--- config.mk ---
export PLATFORM = sky130hd
export DESIGN_NAME = param_universal_shift
export DESIGN_NICKNAME = d
export VERILOG_FILES = /design/src/rtl/param_universal_shift.sv
export SDC_FILE = /design/constraint.sdc
export NUM_CORES = 1
export LEC_CHECK = 0
export ABC_AREA = 1
export CAP_MARGIN = 20
export CORE_ASPECT_RATIO = 1.25
export CORE_MARGIN = 4
export CORE_UTILIZATION = 34
export DETAILED_ROUTE_END_ITERATION = 6
export PLACE_DENSITY = 0.57
export SLEW_MARGIN = 25
export SYNTH_ARGS = -nofsm -noshare
export SYNTH_HDL_FRONTEND = slang
export SYNTH_SLANG_ARGS = --single-unit
--- constraint.sdc ---
create_clock -name clk -period 3.8 [get_ports clk]
set_clock_uncertainty 0.1 [all_clocks]
set_input_delay 0.38 -clock clk [delete_from_list [all_inputs] [get_ports clk]]
set_output_delay 0.38 -clock clk [all_outputs]
set_load 0.01 [all_outputs]
--- src/rtl/param_universal_shift.sv ---
// Universal shift register: parallel load, six shift/rotate modes, counted burst engine.
// Optional feature macro: UNIV_SHIFT_PARITY_EN (parity output + parity-insert SHL in mode 110).
module param_universal_shift #(
   parameter  int WIDTH = 8,
   localparam int CNT_W = $clog2(WIDTH + 1)
) (
   input  logic             clk,
   input  logic             rst,
   input  logic             load,
   input  logic [WIDTH-1:0] data,
   input  logic             en,
   input  logic [2:0]       mode,
   input  logic             din,
   input  logic             start,
   input  logic [CNT_W-1:0] count,
   output logic             busy,
   output logic             done,
   output logic             sout_l,
   output logic             sout_r,
`ifdef UNIV_SHIFT_PARITY_EN
   output logic             parity,
`endif
   output logic [WIDTH-1:0] q
);

   typedef enum logic {IDLE, BUSY} state_t;

   state_t             state_q, state_d;
   logic [WIDTH-1:0]   q_q, q_d;
   logic [2:0]         mode_q, mode_d;
   logic [CNT_W-1:0]   cnt_q, cnt_d;
   logic               busy_q, busy_d;
   logic               done_q, done_d;
   logic [CNT_W-1:0]   count_sat;

   function automatic logic [WIDTH-1:0] apply_mode(input logic [2:0] m,
                                                   input logic [WIDTH-1:0] v,
                                                   input logic s);
      case (m)
         3'b001:  apply_mode = {v[WIDTH-2:0], s};
         3'b010:  apply_mode = {s, v[WIDTH-1:1]};
         3'b011:  apply_mode = {v[WIDTH-2:0], v[WIDTH-1]};
         3'b100:  apply_mode = {v[0], v[WIDTH-1:1]};
         3'b101:  apply_mode = {v[WIDTH-1], v[WIDTH-1:1]};
`ifdef UNIV_SHIFT_PARITY_EN
         3'b110:  apply_mode = {v[WIDTH-2:0], ^v};
`endif
         default: apply_mode = v;
      endcase
   endfunction

   // Requests beyond the register width would only re-shift; clamp to WIDTH steps.
   assign count_sat = (count > CNT_W'(WIDTH)) ? CNT_W'(WIDTH) : count;

   always_comb begin
      // NOTE: every next-state signal gets a default first so no path leaves it unassigned (no latch).
      state_d = state_q;
      q_d     = q_q;
      mode_d  = mode_q;
      cnt_d   = cnt_q;
      busy_d  = busy_q;
      done_d  = 1'b0;
      if (load) begin
         q_d     = data;
         state_d = IDLE;
         busy_d  = 1'b0;
         cnt_d   = '0;
      end else if (state_q == IDLE) begin
         if (start) begin
            if (count_sat != '0) begin
               mode_d  = mode;
               cnt_d   = count_sat;
               busy_d  = 1'b1;
               state_d = BUSY;
            end else begin
               done_d = 1'b1;
            end
         end else if (en) begin
            q_d = apply_mode(mode, q_q, din);
         end
      end else begin
         q_d   = apply_mode(mode_q, q_q, din);
         cnt_d = cnt_q - CNT_W'(1);
         if (cnt_q == CNT_W'(1)) begin
            busy_d  = 1'b0;
            done_d  = 1'b1;
            state_d = IDLE;
         end
      end
   end

   // NOTE: sequential state uses non-blocking assignments so all registers update from the same pre-edge values.
   always_ff @(posedge clk or posedge rst) begin
      if (rst) begin
         state_q <= IDLE;
         q_q     <= '0;
         mode_q  <= '0;
         cnt_q   <= '0;
         busy_q  <= 1'b0;
         done_q  <= 1'b0;
      end else begin
         state_q <= state_d;
         q_q     <= q_d;
         mode_q  <= mode_d;
         cnt_q   <= cnt_d;
         busy_q  <= busy_d;
         done_q  <= done_d;
      end
   end

`ifdef UNIV_SHIFT_PARITY_EN
   logic parity_q;

   // Tracking ^q_d every edge keeps parity equal to ^q whether q shifted, loaded or held.
   always_ff @(posedge clk or posedge rst) begin
      if (rst) parity_q <= 1'b0;
      else     parity_q <= ^q_d;
   end

   assign parity = parity_q;
`endif

   assign q      = q_q;
   assign busy   = busy_q;
   assign done   = done_q;
   assign sout_l = q_q[WIDTH-1];
   assign sout_r = q_q[0];

endmodule

==> flow_summary_export.csv <==
group,metric,value,unit
status,status,"completed",
clock_network,cts_resized,0,
pwr,ir_drop,0.180,mV
drt,dr.pass1.iters,4,
drt,vias_per_cell,4.75,
pwr,powerDensity,460,mW/mm^2
drt,drcViolationCount,0,
run,maxCapViolations,0,
worst_hold_path,min_to,"busy",
clock_network,clkLatencyLatePin,260,ps
clock_network,cts_made_buffers,3,
synthesis,yosysTopAreaCellShare,0.297,
timing,post-route-min-period,2410,ps
pwr,p_seq_frac,0.342,
timing,finalHoldViolCount,0,
place,io_buffers,32,
floorplan,die_h,82.6,um
synthesis,synth_cells,246,
timing,finalSetupViolCount,0,
clock_network,htreeDepth,1,
timing,finalMaxSlewViolations,0,
critical_path,cp.arrival,2460,ps
synthesis,synth_area_leaders,"dfrtp_1 (30%), nand2_1 (24%), nand3_1 (8.9%)",
drt,ant_nets,0,
layout,final_util,0.457,
pwr,share_comb_of_total_power,0.473,
global_routing,grt-ovfl-total,0,
global_routing,antenna_found_initial,0,
synthesis,synth_fp_nets,273,
floorplan,fp.dieArea,0.00560,mm^2
layout,finalNetCount,304,
synthesis,async_flop_share,1.00,
floorplan,initial_core_util,0.361,
critical_path,cp.required,3850,ps
pwr,p_sw_frac,0.419,
timing,slew_headroom,0.503,
place,place_congestion,0.828,
synthesis,ys_seq_area_frac,0.297,
synthesis,ys_types,24,
clock_network,cts_tree,"built",
synthesis,synth_area_leader_cell,"dfrtp_1",
layout,antennaDiodeCount,0,
clock_network,cts_root_buf,"clkbuf_8",
timing,rsz0062_at_grt,"no",
clock_network,path_clk_slew,80,ps
critical_path,cp-end-kind,"flop",
place,dp_hpwl,3020,um
timing,finalSetupTns,0,ps
place,pre_cts_slack,1110,ps
critical_path,r2r_end,"q[6]",
timing,setup_ws,1390,ps
floorplan,dieWidth,67.7,um
clock_network,hold_buffers,0,
critical_path,regToRegSetupSlack,1650,ps
layout,layout_common_cells,"nand2_1 (96), clkdlybuf4s50_1 (32), inv_1 (28)",
worst_hold_path,hold_start,"busy",
pwr,p_int,0.512,mW
layout,drive_above_1_share,0.0471,
synthesis,synth_ff_type,"dfrtp_1",
global_routing,track_usage,0.163,
timing,fmax,415,MHz
critical_path,critPathMaxFanout,14,
layout,areaGrowthSynthToFinish,26.5,%
critical_path,worst-setup-path-type,"primary input to flop",
drt,routed_wl,4070,um
synthesis,syn_area,0.00152,mm^2
critical_path,startpoint_type,"primary input",
floorplan,core-area,0.00420,mm^2
synthesis,yosys_register_bits,18,
clock_network,cts.sinks,18,
global_routing,grt_pass1_wl,6960,um
timing,post-route-period-util,0.635,
synthesis,synth_edf_count,0,
layout,final_common_cell,"nand2_1",
critical_path,r2r-start,"mode_q[1]",
global_routing,first_global_vias,1477,
floorplan,io_pins,33,
pwr,leakagePower,1.00,nW
drt,num_vias,1576,
clock_network,cts_setup_buffers,0,
pwr,p_switching,0.370,mW
drt,drt_iter0_markers,73,
clock_network,clockBufferDepth,2,
worst_hold_path,hp-class,"flop to flop",
drt,avgRoutedWirePerCell,12.3,um
critical_path,reg2reg_depth,8,
worst_hold_path,holdPathStages,2,
global_routing,grt_max_degree,19,
floorplan,num_rows,26,
pwr,pwr-share-clk,0.185,
synthesis,synth.avg_cell_area,6.16,um^2
synthesis,yosys_warnings,0,
timing,worst_slew_pin_slew,745,ps
==> critical path: stages <==
cell and delay, ps:
clkdlybuf4s50_1 690, nor2_2 580, o21ai_1 190, nand3_2 160
inv_2 100, or2_2 280, inv_1 50, nor2_1 40
==> metrics by stage <==
stage          cell area [um^2]  hold WS [ps]  power, mW  cells
6_report                   1920           414      0.882    332
4_1_cts                    1920           415      0.893    332
5_1_grt                    1920           443      0.965    332
2_1_floorplan              1520           219      0.565    246
3_5_place_dp               1860           390      0.726    328
3_3_place_gp               1860           405      0.727    328
==> registers in the layout, indices dropped and copies added, names as in the netlist <==
signal	flops
cnt_q	4
mode_q	3
busy	1
state_q	1
done	1
q	8
==> metal layers <==
layer / track usage / wire length, um
met1: 0.219 / 1950
met2: 0.266 / 1900
met3: 0.0230 / 162
met4: 0.0568 / 62
met5: 0 / 0
==> cell type report <==
cell class | count | area [um^2]
tap | 56 | 70.1
clock buffer | 4 | 55.1
timing repair buffer | 32 | 320
sequential | 18 | 450
inverter | 31 | 116
fill | 437 | 2280
multi-input combinational | 191 | 905
==> kinds of logic (layout without fill, tap and decap cells) <==
| family | after synthesis | after routing | synth area share |
|---|---|---|---|
| and+or+nand+nor | 158 | 158 | 0.446 |
| buffers and inverters | 37 | 67 | 0.106 |
| AOI/OAI and AO/OA | 27 | 27 | 0.102 |
| DFF | 18 | 18 | 0.297 |
| adders and majority gates | 6 | 6 | 0.0495 |
==> power by group through the flow <==
stage                     Sequential, mW  Clock [mW]  Combinational, mW
after floorplan                    0.301           0              0.264
after global placement             0.307           0              0.420
after detailed placement           0.306           0              0.420
after CTS                          0.302       0.168              0.422
after global routing               0.311       0.175              0.478
final                              0.302       0.163              0.417
==> Yosys cell counts, types with 3 or more instances <==
library cell,number
nand3_1,27
ha_1,6
inv_2,3
or2_0,4
o21ai_1,3
o21ai_0,12
dfrtp_1,18
inv_1,28
nor2_1,22
o22ai_1,4
nand3_2,3
buf_4,3
nand2_1,96
a21boi_0,3
==> worst max-delay path by stage <==
stage                     slack [ps]      start   end  cells past startpoint
after global routing            1160       load  q[5]                      8
after floorplan                 2100  mode_q[1]  q[6]                      8
after global placement          1180       load  q[5]                      8
final                           1390       load  q[5]                      8
after CTS                       1390       load  q[5]                      8
after detailed placement        1110       load  q[5]                      8
(Power assumes the default switching activity.)
